--- src/rtl/ha_config_sequencer.sv ---
// Replays a host-written context table into an overlay: per context, strobes the config register, then switches GlobalSel and dwells.
// Latency: first EN one cycle after the start edge; GlobalSel follows EN by one cycle; each context takes 1 + max(dwell,1) cycles.
// Backpressure: table writes are accepted only in IDLE (wr_ready); writes and starts outside IDLE are dropped.
module ha_config_sequencer #(
    parameter int INST_BW = 3,
    parameter int GSEL_BW = 3,
    parameter int DEPTH   = 4,
    parameter int CNT_BW  = 8,
    localparam int AW     = $clog2(DEPTH)
) (
    input  logic               clk,
    input  logic               rst,
    input  logic               wr_valid,
    output logic               wr_ready,
    input  logic [AW-1:0]      wr_addr,
    input  logic [INST_BW-1:0] wr_inst,
    input  logic [GSEL_BW-1:0] wr_gsel,
    input  logic [CNT_BW-1:0]  wr_dwell,
    input  logic               start,
    input  logic [AW:0]        num_ctx,
    input  logic               loop_en,
    output logic               busy,
    output logic               done,
    output logic [AW-1:0]      ctx_idx,
    output logic               Config_Reg_EN,
    output logic [INST_BW-1:0] Config_Reg_InstIn,
    output logic [GSEL_BW-1:0] GlobalSel
);

    typedef struct packed {
        logic [INST_BW-1:0] inst;
        logic [GSEL_BW-1:0] gsel;
        logic [CNT_BW-1:0]  dwell;
    } entry_t;

    typedef enum logic [1:0] {
        S_IDLE  = 2'd0,
        S_LOAD  = 2'd1,
        S_DWELL = 2'd2,
        S_DONE  = 2'd3
    } state_t;

    localparam logic [AW:0]   DEPTH_W = (AW+1)'(DEPTH);
    localparam logic [AW-1:0] LAST_MAX = AW'(DEPTH - 1);

    entry_t             tbl_q [DEPTH];
    state_t             state_q;
    logic [AW-1:0]      idx_q;
    logic [AW-1:0]      last_q;
    logic [CNT_BW-1:0]  cnt_q;
    logic               wr_ready_q;
    logic               busy_q;
    logic               done_q;
    logic               en_q;
    logic [INST_BW-1:0] inst_q;
    logic [GSEL_BW-1:0] gsel_q;

    logic               wr_fire;
    entry_t             wr_entry;
    entry_t             first_entry_d;
    logic [AW-1:0]      next_idx_d;
    entry_t             next_entry_d;

    // A zero dwell still holds the context for one cycle.
    function automatic logic [CNT_BW-1:0] dwell_cycles(input logic [CNT_BW-1:0] d);
        return (d == '0) ? CNT_BW'(1) : d;
    endfunction

    assign wr_fire  = wr_valid && wr_ready_q;
    assign wr_entry = '{inst: wr_inst, gsel: wr_gsel, dwell: wr_dwell};

    // Entry 0 as seen by a start on the same edge as a write: the write wins.
    always_comb begin
        first_entry_d = tbl_q[0];
        if (wr_fire && (wr_addr == '0)) begin
            first_entry_d = wr_entry;
        end
        next_idx_d   = (idx_q < last_q) ? idx_q + AW'(1) : '0;
        next_entry_d = tbl_q[next_idx_d];
    end

    // Context table: cleared on reset, written only while IDLE advertises ready.
    always_ff @(posedge clk) begin
        if (!rst) begin
            for (int i = 0; i < DEPTH; i++) begin
                tbl_q[i] <= '0;
            end
        end else if (wr_fire) begin
            tbl_q[wr_addr] <= wr_entry;
        end
    end

    // Sequencer FSM with every output registered.
    always_ff @(posedge clk) begin
        if (!rst) begin
            state_q    <= S_IDLE;
            idx_q      <= '0;
            last_q     <= '0;
            cnt_q      <= '0;
            wr_ready_q <= 1'b0;
            busy_q     <= 1'b0;
            done_q     <= 1'b0;
            en_q       <= 1'b0;
            inst_q     <= '0;
            gsel_q     <= '0;
        end else begin
            en_q   <= 1'b0;
            done_q <= 1'b0;
            case (state_q)
                S_IDLE: begin
                    wr_ready_q <= 1'b1;
                    if (start && (num_ctx != '0)) begin
                        last_q     <= (num_ctx > DEPTH_W) ? LAST_MAX : AW'(num_ctx - 1'b1);
                        idx_q      <= '0;
                        inst_q     <= first_entry_d.inst;
                        cnt_q      <= dwell_cycles(first_entry_d.dwell);
                        en_q       <= 1'b1;
                        busy_q     <= 1'b1;
                        wr_ready_q <= 1'b0;
                        state_q    <= S_LOAD;
                    end
                end
                S_LOAD: begin
                    gsel_q  <= tbl_q[idx_q].gsel;
                    state_q <= S_DWELL;
                end
                S_DWELL: begin
                    if (cnt_q == CNT_BW'(1)) begin
                        if ((idx_q != last_q) || loop_en) begin
                            idx_q   <= next_idx_d;
                            inst_q  <= next_entry_d.inst;
                            cnt_q   <= dwell_cycles(next_entry_d.dwell);
                            en_q    <= 1'b1;
                            state_q <= S_LOAD;
                        end else begin
                            busy_q  <= 1'b0;
                            done_q  <= 1'b1;
                            state_q <= S_DONE;
                        end
                    end else begin
                        cnt_q <= cnt_q - CNT_BW'(1);
                    end
                end
                default: begin
                    wr_ready_q <= 1'b1;
                    state_q    <= S_IDLE;
                end
            endcase
        end
    end

    assign wr_ready          = wr_ready_q;
    assign busy              = busy_q;
    assign done              = done_q;
    assign ctx_idx           = idx_q;
    assign Config_Reg_EN     = en_q;
    assign Config_Reg_InstIn = inst_q;
    assign GlobalSel         = gsel_q;

endmodule

--- config.mk ---
export PLATFORM = sky130hd
export DESIGN_NAME = ha_config_sequencer
export DESIGN_NICKNAME = d
export VERILOG_FILES = /design/src/rtl/ha_config_sequencer.sv
export SDC_FILE = /design/constraint.sdc
export NUM_CORES = 1
export LEC_CHECK = 0
export ABC_AREA = 1
export CAP_MARGIN = 20
export CORE_MARGIN = 4
export CORE_UTILIZATION = 55
export DETAILED_ROUTE_END_ITERATION = 16
export PLACE_DENSITY_LB_ADDON = 0.15
export SYNTH_ARGS = -nofsm -noshare
export SYNTH_HDL_FRONTEND = slang
export SYNTH_SLANG_ARGS = --single-unit
export TNS_END_PERCENT = 100
--- constraint.sdc ---
create_clock -name clk -period 3.7 [get_ports clk]
set_input_delay 0.37 -clock clk [delete_from_list [all_inputs] [get_ports clk]]
set_output_delay 0.37 -clock clk [all_outputs]
set_load 0.05 [all_outputs]
==> key figures, run 1 <==
Timing
  • Final cycle utilization of the critical path: around 70%
  • Final slew viol count: 0
  • Number of failing hold endpoints at the final stage: 0
  • Minimum clock period: roughly 2.6 ns
  • Setup total negative slack: 0 ns
  • Worst setup slack after layout: approximately 1.1 ns
  • Setup repair after global routing missed its margin: no
  • Worst-Margin Slew: approximately 0.73 ns
  • Maximum achievable frequency: roughly 380 MHz
  • Worst-case headroom to the max-slew limit: 51.4%
  • Worst setup skew after layout: roughly 0.0061 ns
  • Final worst hold slack: about 0.47 ns
  • Final count of negative-setup-slack endpoints: 0

Clock tree
  • Post-CTS Repair Setup Buffers: 0
  • Clk root buf: sky130_fd_sc_hd__clkbuf_8
  • CTS clk-pin slew, worst paths: 0.08 ns
  • Clock buffers created by TritonCTS: 9
  • Sinks on the clock net: 80
  • Longest Clk Path Bufs: 2
  • Number of buffers inserted by hold repair at cts: 0
  • PostCTS Resize Cnt: 0
  • Clock network latency to the later pin of the worst-skew pair: between 0.3 and 0.4 ns
  • CTS tree: built
  • H-tree level count: 3

Run status
  • Run status: complete, no violations

Place
  • Count of buffers inserted at the top-level ports: 35
  • GPL Wtd Cong: just under 0.9
  • Post-Place Worst Slack: ~0.91 ns
  • Count of placed standard cells including taps: approximately 610
  • Post-detailed-placement half-perimeter wirelength: roughly 7100 um
  • DP Area: between 4000 and 5000 um2

Detailed routing
  • Remaining antenna violation count: 0
  • Per-cell routed wire length: about 16 um
  • Wire length after detailed routing: about 10000 um
  • DRC viols: 0
  • Routed via count divided by cell count: 5.58
  • Drt initial violations: roughly 270
  • Drt first pass iters: 5
  • Via count: 3497

Critical path
  • Critical-path top delay cell: sky130_fd_sc_hd__nand3_2
  • Worst Setup SP: ctx_idx[0]
  • Worst flop-to-flop path startpoint: ctx_idx[0]
  • Worst endpoint data arrival time: 2.90 ns
  • Most used cell, CP: sky130_fd_sc_hd__nand2_1
  • Largest fanout on the critical path: 26
  • Path type of the worst setup path: reg2reg
  • Cell family with most CP delay: simple AND/OR/NAND/NOR gates
  • Critical path required time: about 4.0 ns
  • Buffers and inverters on the worst path: 2
  • Category of the worst setup path launch point: register
  • Crit path capture type: register
  • Largest incremental delay on the critical path: ~0.45 ns
  • Ordered list of cells on the worst path: inv_4 > ha_1 > inv_1 > nand2_4 > nand3_2 > nand2_1 > nand3_2 > nand2_1 > nand2_1 > nor2_1 > nand2_1 > nand2_1 > nand2_1 > a21oi_2

Logic synthesis
  • Synth warnings: 0
  • Synthesized area per cell: 8.58 um2
  • Sequential-to-total area share from yosys stat: just over 50%
  • Netlist area before placement: 4260 um2
  • Post-Synthesis Net Count: 528
  • Synth unique cells: 43
  • Most area-hungry cell type in the Yosys netlist: sky130_fd_sc_hd__edfxtp_1
  • Cell types occupying the most area after synthesis: sky130_fd_sc_hd__edfxtp_1, sky130_fd_sc_hd__dfxtp_1, sky130_fd_sc_hd__nor2_1, sky130_fd_sc_hd__nand2_1, sky130_fd_sc_hd__inv_1
  • Yosys reg bits: 80
  • Synthesized netlist cell count: 496
  • Synth top area share: ~39%

Layout
  • Most used cells in the layout excluding fill and tap cells: sky130_fd_sc_hd__nor2_1, sky130_fd_sc_hd__nand2_1, sky130_fd_sc_hd__edfxtp_1
  • Commonest non-fill, non-tap cell in the layout: sky130_fd_sc_hd__nor2_1
  • Final std cells w/o fill: approximately 630
  • Fraction of final layout cells sized beyond drive strength 1: around 9.3%
  • Area growth from synthesis to layout: 13.1%
  • Layout fillers: approximately 640
  • Number of antenna cells inserted: 0
  • Finished layout cell area: just under 5000 um2
  • Net count reported at finish: between 500 and 600

Hold path
  • Class of the tightest hold or removal check: reg2reg
  • HP Start: Config_Reg_InstIn[0]

Global route
  • Largest net degree at the start of global routing: 29
  • Via count of the first global-routing pass: ~3300
  • Wire length of the first global-routing pass: between 15000 and 20000 um
  • Number of antenna violations at the first check in global routing: 0
  • Overall overflow remaining after global route: 0
  • Aggregate global-route resource usage: 23.7%

Die
  • Die outline area: 9210 um2
  • Core Footprint: around 7400 um2
  • Number of I/O pins: 36
  • Starting density of the core: slightly below 60%
  • Number of placement rows: 31
  • Die outline width: 96.0 um
  • Die Span Y: about 96 um

Power
  • Leakage power of the design: around 2.0 nW
  • Largest vdd supply drop: around 0.3 mV
  • Total power per unit cell area: between 600 and 700 nW/um2

Run
  • Max capacitance violation total: 0
[per-layer routing]
metal,GRT usage (%),part of all wire (%)
met1,32.4,45
met2,37.6,47
met3,4.38,6.1
met4,8.65,2.3
met5,0,0
[state kept, by name, indices dropped and copies added (netlist names)]
register,cells
state_q,2
GlobalSel,3
cnt_q,8
Config_Reg_InstIn,3
done,1
Config_Reg_EN,1
busy,1
ctx_idx,2
last_q,2
wr_ready,1
tbl_q,56
[synthesized netlist by cell type (all sizes together)]
| cell | count |
|---|---|
| a31oi | 1 |
| mux2i | 1 |
| and2 | 1 |
| nand4 | 16 |
| a21oi | 33 |
| o21a | 2 |
| xnor2 | 1 |
| o31ai | 4 |
| o211ai | 3 |
| inv | 55 |
| edfxtp | 56 |
| a21boi | 1 |
| clkbuf | 3 |
| nor3b | 2 |
| ha | 8 |
| a221oi | 1 |
| xor2 | 1 |
| nor2 | 87 |
| buf | 19 |
| nand3 | 27 |
| nor3 | 15 |
| or2 | 1 |
| o22ai | 5 |
| nand2 | 90 |
| dfxtp | 24 |
| o21ai | 39 |
[final cells by class]
type | count | area (um2) | area share [%]
timing repair buffer | 38 | 373 | 7.74
tap | 99 | 124 | 2.57
clock inverter | 3 | 38.8 | 0.805
inverter | 55 | 211 | 4.39
multi-input combinational | 339 | 1740 | 36.1
sequential | 80 | 2160 | 44.9
clock buffer | 13 | 170 | 3.53
[worst register-to-register path, delay by kind of cell (launching register included)]
family | cells | cell delay, ns
buf+inv | 2 | 0.36
fa+ha+maj | 1 | 0.20
flops | 1 | 0.44
compound gates | 1 | 0.10
simple gates | 10 | 1.45
[logic make-up after synthesis]
| kind of cell | share of synthesized area, % |
|---|---|
| and+or+nand+nor | 26.1 |
| AOI/OAI and AO/OA | 11.6 |
| DFF | 50.8 |
| buffers and inverters | 8.55 |
| adders and majority gates | 2.35 |
| xor gates and xnor gates | 0.411 |
| muxes | 0.235 |
[power breakdown]
group | total (W) | internal (W) | switching (W)
registers | 0.00115 | 0.00108 | 0.0000677
logic | 0.00109 | 0.000350 | 0.000739
clock network | 0.000682 | 0.000369 | 0.000313
[metrics by stage]
step	total power, W	util, %
floorplan	0.00201	-
global placement	0.00222	62.5
detailed placement	0.00225	62.5
CTS	0.00292	65.3
global route	0.00311	65.3
finish	0.00292	65.3
[path summary, 6_finish.rpt]
kind / to / slack (ns) / depth (start not counted)
worst max-delay path: cnt_q[0] / 1.10 / 14
worst min-delay path: Config_Reg_InstIn[0] / 0.47 / 2
worst max register to register: cnt_q[0] / 1.10 / 14
worst min register to register: Config_Reg_InstIn[0] / 0.47 / 2
Note: power is estimated with default switching activity, not from simulation.
==> run 2: changes to the inputs <==
--- a/config.mk
+++ b/config.mk
@@ -8,7 +8,7 @@
 export ABC_AREA = 1
 export CAP_MARGIN = 20
 export CORE_MARGIN = 4
-export CORE_UTILIZATION = 55
+export CORE_UTILIZATION = 52
 export DETAILED_ROUTE_END_ITERATION = 16
 export PLACE_DENSITY_LB_ADDON = 0.15
 export SYNTH_ARGS = -nofsm -noshare
==> constraint.sdc (replaced) <==
create_clock -name clk -period 2.1 [get_ports clk]
set_input_delay 0.21 -clock clk [delete_from_list [all_inputs] [get_ports clk]]
set_output_delay 0.21 -clock clk [all_outputs]
set_load 0.05 [all_outputs]
==> key figures, run 2 (same netlist as run 1, synthesis figures left out) <==
Critical path
  • Critical path required time: between 2 and 2.5 ns
  • Largest fanout on the critical path: 16
  • Worst flop-to-flop path startpoint: ctx_idx[0]
  • Path type of the worst setup path: reg2reg
  • Capture point of the worst reg-to-reg path: cnt_q[0]
  • Category of the worst setup path launch point: register
  • Reg2reg setup slack: between 0.15 and 0.2 ns
  • Worst endpoint data arrival time: about 2.2 ns
  • Worst-case reg-to-reg path depth: 14
  • Crit path capture type: register

Power
  • Reg power frac: between 30% and 40%
  • Leakage power of the design: between 2 and 2.5 nW
  • Switching power as a share of total power: 40.1%
  • Largest vdd supply drop: 0.376 mV
  • Part of the total power dissipated in combinational logic: about two fifths
  • Internal power of the cells: just over 0.003 W
  • NetSw: roughly 0.0021 W
  • Clock power share: 20.3%
  • Total power per unit cell area: slightly above 1000 nW/um2

Layout
  • Flip-flop count of the largest register, all copies and words added: 56
  • Finished layout cell area: 5030 um2
  • Utilization after layout: ~64%
  • Register bank with the most flops: tbl_q
  • Regs by FF count: tbl_q: 56 flops, cnt_q: 8 flops
  • Number of antenna cells inserted: 0
  • Most used cells in the layout excluding fill and tap cells: sky130_fd_sc_hd__nor2_1, sky130_fd_sc_hd__nand2_1, sky130_fd_sc_hd__edfxtp_1
  • Area growth from synthesis to layout: 18.1%
  • Final std cells w/o fill: 659
  • Layout fillers: approximately 700
  • Fraction of final layout cells sized beyond drive strength 1: 15.4%
  • Net count reported at finish: roughly 580
  • Commonest non-fill, non-tap cell in the layout: sky130_fd_sc_hd__nor2_1

Die
  • Starting density of the core: a little over half
  • Die outline width: 98.5 um
  • Die Span Y: ~98 um
  • Number of I/O pins: 36
  • Die outline area: around 9700 um2
  • Number of placement rows: 32
  • Core Footprint: 7850 um2

Place
  • Post-detailed-placement half-perimeter wirelength: roughly 7600 um
  • Count of buffers inserted at the top-level ports: 35
  • Count of placed standard cells including taps: 640
  • GPL Wtd Cong: around 0.83
  • DP Area: ~4800 um2

Timing
  • Worst-Margin Slew: 0.511 ns
  • Minimum clock period: about 1.9 ns
  • Final count of negative-setup-slack endpoints: 0
  • Worst setup skew after layout: around 0.012 ns
  • Maximum achievable frequency: 523 MHz
  • Final cycle utilization of the critical path: roughly 91%
  • Final worst hold slack: between 0.4 and 0.5 ns
  • Setup total negative slack: 0 ns
  • Final slew viol count: 0
  • Worst-case headroom to the max-slew limit: ~66%
  • Number of failing hold endpoints at the final stage: 0
  • Setup repair after global routing missed its margin: no

Clock tree
  • Longest Clk Path Bufs: 2
  • Clock network latency to the later pin of the worst-skew pair: approximately 0.35 ns
  • CTS tree: built
  • CTS clk-pin slew, worst paths: roughly 0.090 ns
  • Clk root buf: sky130_fd_sc_hd__clkbuf_8
  • Clock buffers created by TritonCTS: 9
  • Sinks on the clock net: 80
  • H-tree level count: 3

Run status
  • Run status: complete, no violations

Detailed routing
  • Drt first pass iters: 4
  • DRC viols: 0
  • Wire length after detailed routing: roughly 10000 um
  • Remaining antenna violation count: 0
  • Via count: around 3600
  • Drt initial violations: 287
  • Per-cell routed wire length: 15.6 um
  • Routed via count divided by cell count: 5.43

Run
  • Max capacitance violation total: 0

Hold path
  • Number of cells on the worst hold path: 2
  • HP Start: Config_Reg_InstIn[1]
  • Class of the tightest hold or removal check: reg2reg
  • Endpoint of the worst hold path: Config_Reg_InstIn[1]

Global route
  • Via count of the first global-routing pass: between 3000 and 4000
  • Wire length of the first global-routing pass: 16700 um
  • Number of antenna violations at the first check in global routing: 0
  • Aggregate global-route resource usage: between 20% and 30%
  • Largest net degree at the start of global routing: 29
  • Overall overflow remaining after global route: 0
run 2: cell count changes in the layout (fill, tap and decap cells not counted), sizes merged:
| cell | before | now |
|---|---|---|
| buf | 3 | 32 |
| bufinv | 1 | 0 |
| clkbuf | 13 | 9 |
| clkinvlp | 0 | 3 |
| inv | 55 | 57 |
run 2: area by class of cell:
type	count	area [um2]	area share, %
Tap cell	102	128	2.54
Clock buffer	9	124	2.46
Inverter	55	211	4.20
Clock inverter	7	53.8	1.07
Timing Repair Buffer	67	603	12.0
Sequential cell	80	2170	43.1
Multi-Input combinational cell	339	1740	34.6
run 2: worst max path at each step:
stage,startpoint,to,slack (ns),depth (start not counted)
floorplan,ctx_idx[0],Config_Reg_InstIn[0],0.05,13
global placement,num_ctx[0],cnt_q[2],0.03,10
detailed placement,num_ctx[0],cnt_q[2],-0.01,10
CTS,ctx_idx[0],cnt_q[0],0.1,13
global route,cnt_q[1],cnt_q[1],0.004,8
finish,ctx_idx[0],cnt_q[0],0.19,14
run 2: critical path: stages (launching register included):
cell                      delay (ns)
sky130_fd_sc_hd__dfxtp_4        0.41
sky130_fd_sc_hd__inv_4          0.07
sky130_fd_sc_hd__ha_1           0.20
sky130_fd_sc_hd__inv_1          0.10
sky130_fd_sc_hd__nand2_4        0.09
sky130_fd_sc_hd__buf_4          0.21
sky130_fd_sc_hd__nand4_1        0.10
sky130_fd_sc_hd__nand3_2        0.10
sky130_fd_sc_hd__nand2_1        0.12
sky130_fd_sc_hd__nand2_1        0.06
sky130_fd_sc_hd__nor2_1         0.09
sky130_fd_sc_hd__nand2_1        0.06
sky130_fd_sc_hd__nand2_1        0.07
sky130_fd_sc_hd__nand2_1        0.07
sky130_fd_sc_hd__a21oi_2        0.10
run 2: what timing repair did:
action | 4_1_cts | 5_1_grt
hold endpoints to repair | 0 | 0
resized for setup | 0 | 2
buffers inserted | 0 | 3
endpoints found under the setup margin | 0 | 3
hold buffers | 0 | 0
run 2: power groups by stage:
stage / Clock, W / Sequential, W / Combinational [W]
final: 0.00104 / 0.00203 / 0.00205
after global routing: 0.00113 / 0.00205 / 0.00227
after CTS: 0.00105 / 0.00203 / 0.00203
after detailed placement: 0 / 0.00206 / 0.00202
after global placement: 0 / 0.00206 / 0.00199
after floorplan: 0 / 0.00223 / 0.00131
run 2: routing by layer:
layer  vias to the layer above  share of wire (%)  global-route usage [%]
met1                      1662                 45                    29.0
met3                        15                6.2                    4.46
li1                       1782                  -                       -
met4                         0                1.8                    7.98
met5                         -                  0                       0
met2                       117                 47                    35.7
run 2: metrics by stage:
stage,total power [W],setup WS (ns)
CTS,0.00511,0.0987
finish,0.00512,0.189
detailed placement,0.00409,-0.0108
global placement,0.00405,0.0310
floorplan,0.00354,0.0463
global route,0.00545,0.00392
